<file path="src/rtl/miner_pkg.sv">
// Shared constants for the miner's host-link transmit path:
// field widths, frame marker, frame length and FSM state encoding.
package miner_pkg;

  localparam int         NONCE_W     = 32;
  localparam int         HASH_W      = 256;
  localparam logic [7:0] SYNC_BYTE   = 8'hA5;
  localparam int         FRAME_BYTES = 2 + (NONCE_W + HASH_W) / 8;

  localparam logic [1:0] IDLE    = 2'd0;
  localparam logic [1:0] SYNC    = 2'd1;
  localparam logic [1:0] PAYLOAD = 2'd2;
  localparam logic [1:0] CSUM    = 2'd3;

  function automatic logic [7:0] sat_inc8(input logic [7:0] v);
    return (v == 8'hFF) ? v : v + 8'd1;
  endfunction

endpackage

</file>
<file path="src/rtl/share_slot.sv">
// One-entry holding register for a share that arrives while a frame is in flight.
// A capture into a full slot is refused and flagged via o_drop.
module share_slot #(
  parameter int W = miner_pkg::NONCE_W + miner_pkg::HASH_W
) (
  input  logic         clock,
  input  logic         resetn,
  input  logic         i_capture,
  input  logic [W-1:0] i_data,
  input  logic         i_consume,
  output logic         o_valid,
  output logic [W-1:0] o_data,
  output logic         o_drop
);

  logic         r_valid;
  logic [W-1:0] r_data;
  logic         w_store;

  assign w_store = i_capture && !r_valid;
  assign o_drop  = i_capture && r_valid;
  assign o_valid = r_valid;
  assign o_data  = r_data;

  // Capture is evaluated before consume, so a full slot drops the newcomer
  // even in the cycle it is being emptied.
  always_ff @(posedge clock or negedge resetn) begin
    if (!resetn) begin
      r_valid <= 1'b0;
      r_data  <= '0;
    end else if (w_store) begin
      r_valid <= 1'b1;
      r_data  <= i_data;
    end else if (i_consume) begin
      r_valid <= 1'b0;
    end
  end

endmodule

</file>
<file path="src/rtl/share_reporter.sv">
// Host-link transmitter: frames a winning nonce and hash as SYNC, payload bytes
// (MSB first) and an XOR checksum over a valid/ready byte stream.
module share_reporter #(
  parameter logic [7:0] SYNC_BYTE = miner_pkg::SYNC_BYTE,
  parameter int         NONCE_W   = miner_pkg::NONCE_W,
  parameter int         HASH_W    = miner_pkg::HASH_W
) (
  input  logic              clock,
  input  logic              resetn,
  input  logic              hash_success,
  input  logic [NONCE_W-1:0] nonce,
  input  logic [HASH_W-1:0]  satisfactory_hash,
  output logic [7:0]        tx_data,
  output logic              tx_valid,
  input  logic              tx_ready,
  output logic              busy,
  output logic [7:0]        drop_count
);
  import miner_pkg::*;

  localparam int               PAY_W     = NONCE_W + HASH_W;
  localparam int               PAY_BYTES = PAY_W / 8;
  localparam int               CNT_W     = $clog2(PAY_BYTES);
  localparam logic [CNT_W-1:0] LAST_IDX  = CNT_W'(PAY_BYTES - 1);
  localparam logic [CNT_W-1:0] ONE       = CNT_W'(1);

  logic [1:0]       r_state;
  logic [PAY_W-1:0] r_shift;
  logic [7:0]       r_csum;
  logic [CNT_W-1:0] r_count;
  logic [7:0]       r_drop_count;

  logic             w_xfer;
  logic             w_csum_done;
  logic             w_capture;
  logic             w_slot_valid;
  logic [PAY_W-1:0] w_slot_data;
  logic             w_slot_drop;
  logic [7:0]       w_top_byte;
  logic [PAY_W-1:0] w_new_share;

  assign w_xfer      = tx_valid && tx_ready;
  assign w_csum_done = (r_state == CSUM) && w_xfer;
  assign w_top_byte  = r_shift[PAY_W-1 -: 8];
  assign w_new_share = {nonce, satisfactory_hash};

  // A share arriving on the final checksum transfer with the slot empty is
  // loaded straight into the shift register instead of going through the slot.
  assign w_capture = hash_success && (r_state != IDLE) &&
                     !(w_csum_done && !w_slot_valid);

  share_slot #(.W(PAY_W)) u_slot (
    .clock     (clock),
    .resetn    (resetn),
    .i_capture (w_capture),
    .i_data    (w_new_share),
    .i_consume (w_csum_done && w_slot_valid),
    .o_valid   (w_slot_valid),
    .o_data    (w_slot_data),
    .o_drop    (w_slot_drop)
  );

  always_ff @(posedge clock or negedge resetn) begin
    if (!resetn) begin
      r_state <= IDLE;
      r_shift <= '0;
      r_csum  <= 8'h00;
      r_count <= '0;
    end else begin
      case (r_state)
        IDLE: begin
          if (hash_success) begin
            r_shift <= w_new_share;
            r_csum  <= 8'h00;
            r_state <= SYNC;
          end
        end
        SYNC: begin
          if (w_xfer) begin
            r_count <= '0;
            r_state <= PAYLOAD;
          end
        end
        PAYLOAD: begin
          if (w_xfer) begin
            r_shift <= {r_shift[PAY_W-9:0], 8'h00};
            r_csum  <= r_csum ^ w_top_byte;
            r_count <= r_count + ONE;
            if (r_count == LAST_IDX) r_state <= CSUM;
          end
        end
        CSUM: begin
          if (w_xfer) begin
            r_csum <= 8'h00;
            if (w_slot_valid) begin
              r_shift <= w_slot_data;
              r_state <= SYNC;
            end else if (hash_success) begin
              r_shift <= w_new_share;
              r_state <= SYNC;
            end else begin
              r_state <= IDLE;
            end
          end
        end
        default: r_state <= IDLE;
      endcase
    end
  end

  always_ff @(posedge clock or negedge resetn) begin
    if (!resetn)          r_drop_count <= 8'h00;
    else if (w_slot_drop) r_drop_count <= sat_inc8(r_drop_count);
  end

  always_comb begin
    tx_data = 8'h00;
    case (r_state)
      SYNC:    tx_data = SYNC_BYTE;
      PAYLOAD: tx_data = w_top_byte;
      CSUM:    tx_data = r_csum;
      default: tx_data = 8'h00;
    endcase
  end

  assign tx_valid   = (r_state != IDLE);
  assign busy       = tx_valid || w_slot_valid;
  assign drop_count = r_drop_count;

endmodule

</file>
<file path="config.mk">
export PLATFORM = sky130hd
export DESIGN_NAME = share_reporter
export DESIGN_NICKNAME = d
export VERILOG_FILES = /design/src/rtl/miner_pkg.sv /design/src/rtl/share_slot.sv /design/src/rtl/share_reporter.sv
export SDC_FILE = /design/constraint.sdc
export NUM_CORES = 1
export LEC_CHECK = 0
export ABC_AREA = 1
export CORE_UTILIZATION = 55
export DETAILED_ROUTE_END_ITERATION = 6
export GPL_ROUTABILITY_DRIVEN = 0
export MAX_ROUTING_LAYER = met4
export PLACE_DENSITY = 0.85
export SYNTH_ARGS = -nofsm -noshare
export SYNTH_HDL_FRONTEND = slang
export SYNTH_SLANG_ARGS = --single-unit
</file>
<file path="constraint.sdc">
create_clock -name clock -period 2.2 [get_ports clock]
set_input_delay 0.33 -clock clock [delete_from_list [all_inputs] [get_ports clock]]
set_output_delay 0.33 -clock clock [all_outputs]
set_load 0.01 [all_outputs]
</file>
==> flow_summary_export.csv <==
group,metric,value,unit
run_status,status,"finished with violations",
run_status,violations,"negative setup slack",
critical_path,crit_path_start_kind,"flop",
critical_path,worstPathRequired,2.75,ns
floorplanning,initial_core_util,55.6,%
power,peakVddDrop,0.920,mV
floorplanning,ios,310,
timing,relSlewSlack,59.0,%
critical_path,reg2reg_slack,-0.003,ns
timing,clock_skew,0.0125,ns
placed_design,io_buffers,309,
global_route,grt-ovfl-total,0,
floorplanning,die_area,0.0539,sq mm
cells_and_area,nFillCells,3952,
cells_and_area,fin_nets,4569,
clocking,cts_sinks,601,
cells_and_area,utilization,69.1,%
placed_design,dp_hpwl,53800,um
critical_path,crit_slowest_cell,"dfrtp_1",
timing,finalHoldViolCount,0,
global_route,grt_max_degree,100,
detailed_routing,vias,27500,
detailed_routing,firstDrtPassIters,6,
yosys,synth_compound_area_share,12.8,%
timing,layout_setup_ws,-0.00292,ns
critical_path,crit_chain,"buf_6 > ha_4 > buf_4 > nor2_2 > a21oi_4 > buf_12 > o21ai_4 > buf_12 > buf_4 > nand2_1 > nand2_1",
clocking,h-tree-depth,2,
timing,rsz0062_at_grt,"true",
clocking,clock_path_buffers,3,
detailed_routing,wirelength,85000,um
detailed_routing,drt_iter0_markers,3084,
cells_and_area,drive_gt1_share,6.48,%
timing,setup_viol,1,
yosys,yosysWarnings,0,
critical_path,max_stage_delay,0.42,ns
global_route,grt_pass1_vias,26900,
clocking,clk_pin_slew_worst_paths,0.06,ns
detailed_routing,vias_per_cell,5.47,
timing,period_share,100,%
power,leakagePower,17.8,nW
critical_path,reg2reg_depth,11,
clocking,cts_tree,"built",
detailed_routing,wl_per_cell,16.9,um
yosys,synth_top_family_by_area,"simple AND/OR/NAND/NOR gates",
critical_path,regToRegEndpoint,"r_shift[172]$_DFFE_PN0P_",
yosys,ys_seq_area_share,51.6,%
yosys,synth_xor_area_share,0.330,%
power,power_density,1420,mW/mm^2
min_path,min_path_type,"in2async",
detailed_routing,detail-route-antenna-nets,0,
global_route,antenna_found_initial,21,
timing,worst-slew-pin-transition,0.615,ns
critical_path,cp-end-kind,"flop",
yosys,synth.distinct_cells,26,
clocking,cts_made_buffers,61,
critical_path,worstSetupPathType,"reg2reg",
floorplanning,num_rows,84,
global_route,grt_usage,32.1,%
yosys,synthAdderAreaFrac,0.300,%
clocking,clk_latency,0.62,ns
floorplanning,die_x,232,um
floorplanning,die_h,232,um
run,maxCapViolations,0,
timing,drv_slew,0,
yosys,syn_inst,4009,
yosys,synthSimpleGateAreaFrac,27.9,%
timing,post-route-min-period,2.20,ns
yosys,syn_avg_cell_area,7.27,sq um
clocking,clock-root-buffer,"clkbuf_16",
placed_design,dpl_worst_slack,-0.0894,ns
global_route,grt_pass1_wl,136000,um
critical_path,r2r-start,"r_state[0]$_DFFE_PN0P_",
timing,fmax,454,MHz
yosys,syn-num-nets,4308,
detailed_routing,route.detailed.drc,0,
floorplanning,core_area,0.0524,sq mm
critical_path,critPathMaxFanout,13,
critical_path,crit_arrival,2.75,ns
cells_and_area,area_delta_synth_final,24.3,%
yosys,netlist_area,0.0292,sq mm
yosys,ys_ff_latch,601,
yosys,synthMuxAreaShare,0,%
==> state kept, by name, indices dropped and copies added, names as in the netlist <==
name and cells:
r_shift 288, r_state 2, u_slot.o_data 288, u_slot.o_valid 1
r_csum 8, r_count 6, drop_count 8
==> worst max-delay path by stage <==
| stage | slack [ns] | cells after the start | end | start |
|---|---|---|---|---|
| final | -0.003 | 11 | r_shift[172]$_DFFE_PN0P_ | r_state[0]$_DFFE_PN0P_ |
| after global routing | -0.04 | 11 | r_shift[194]$_DFFE_PN0P_ | r_state[1]$_DFFE_PN0P_ |
| after CTS | 0.002 | 10 | r_shift[102]$_DFFE_PN0P_ | r_state[0]$_DFFE_PN0P_ |
| after detailed placement | -0.09 | 9 | r_shift[102]$_DFFE_PN0P_ | r_state[1]$_DFFE_PN0P_ |
| after global placement | -0.07 | 9 | r_shift[102]$_DFFE_PN0P_ | r_state[1]$_DFFE_PN0P_ |
| after floorplan | 0.16 | 7 | tx_data[0] | r_state[0]$_DFFE_PN0P_ |
==> timing repair <==
| action | in CTS | in global routing |
|---|---|---|
| hold buffers | 1 | 0 |
| gates resized for setup | 40 | 30 |
| pin swaps | 1 | 0 |
| cloned | 0 | 3 |
| endpoints found under the hold margin | 272 | 0 |
| endpoints found under the setup margin | 12 | 82 |
| setup buffers | 7 | 1 |
==> power by group <==
part / total (mW) / internal (mW) / switching, mW
Clock: 11.5 / 6.97 / 4.53
Sequential: 18.9 / 16.3 / 2.59
Combinational: 21.1 / 7.79 / 13.3
==> Yosys cell counts <==
library cell / number / area (sq um)
xor2_1: 2 / 17.5
or2_2: 1 / 6.26
buf_4: 25 / 188
nor2_2: 1 / 6.26
nand2_1: 1825 / 6850
nand3_1: 16 / 80.1
nand4_2: 1 / 12.5
nand2_2: 1 / 6.26
ha_1: 7 / 87.6
inv_2: 4 / 15.0
nor3_1: 2 / 10.0
inv_1: 238 / 893
o21bai_1: 1 / 7.51
o21ai_0: 572 / 2860
clkbuf_1: 129 / 484
xnor2_1: 9 / 78.8
buf_2: 94 / 470
o21ai_1: 152 / 761
nand3b_1: 2 / 15.0
nor2_1: 296 / 1110
buf_1: 9 / 33.8
nand4_1: 4 / 25.0
o21ai_2: 1 / 8.76
dfrtp_1: 601 / 15000
a21oi_4: 1 / 16.3
a21oi_1: 15 / 75.1
==> layout by cell type (no fill, tap or decap), types with 4 or more instances in the layout <==
| cell type | count |
|---|---|
| buf_12 | 55 |
| clkbuf_8 | 10 |
| bufinv_16 | 12 |
| ha_4 | 4 |
| clkinvlp_4 | 4 |
| buf_6 | 7 |
| o21ai_1 | 163 |
| nand2_1 | 1824 |
| clkbuf_1 | 11 |
| clkinv_2 | 14 |
| xnor2_1 | 9 |
| clkdlybuf4s50_1 | 297 |
| buf_2 | 8 |
| buf_4 | 77 |
| clkbuf_16 | 66 |
| nand3_1 | 16 |
| a21oi_1 | 12 |
| inv_2 | 4 |
| dfrtp_1 | 600 |
| nand4_1 | 4 |
| nor2_1 | 296 |
| diode_2 | 24 |
| inv_1 | 236 |
| o21ai_0 | 561 |
==> critical path: cells and delay by family, from the launching register on <==
kind / cells / cell delay, ns
simple gates: 3 / 0.33
flops: 1 / 0.42
fa+ha+maj: 1 / 0.17
buf+inv: 5 / 0.90
compound gates: 2 / 0.28
==> stage by stage <==
step | hold slack, ns | cell area [sq um] | power, mW | std cells | setup TNS (ns)
floorplan | 0.0344 | 29200 | 31.2 | 4009 | 0
global placement | 0.213 | 33700 | 38.1 | 4883 | -0.0663
detailed placement | 0.213 | 33700 | 38.9 | 4883 | -0.0894
CTS | 0.151 | 36000 | 50.8 | 5006 | 0
global route | 0.181 | 36200 | 54.9 | 5032 | -0.221
finish | 0.161 | 36200 | 51.5 | 5034 | -0.00292
==> layout make-up <==
| type | instances | area, sq um | area share (%) |
|---|---|---|---|
| antenna | 24 | 60.1 | 0.166 |
| clock buffer | 84 | 1760 | 4.84 |
| clock inverter | 31 | 469 | 1.29 |
| inverter | 242 | 918 | 2.53 |
| multi-input combinational | 2909 | 12100 | 33.5 |
| sequential | 601 | 15000 | 41.5 |
| tap | 688 | 861 | 2.38 |
| timing repair buffer | 455 | 4990 | 13.8 |
==> kinds of logic (layout without fill, tap and decap cells) <==
group                      Yosys count  count (layout)
AOI/OAI and AO/OA                  742             742
xor gates and xnor gates            11              11
adders and majority gates            7               7
buffers and inverters              499             812
DFF                                601             601
other                                0              24
and+or+nand+nor                   2149            2149
==> layer usage <==
| metal | part of all wire (%) | GRT usage, % |
|---|---|---|
| met1 | 41 | 41.9 |
| met2 | 47 | 50.1 |
| met4 | 3.7 | 13.0 |
| met3 | 8.3 | 5.14 |
| met5 | 0 | - |
Power figures use the tool's default switching activity.
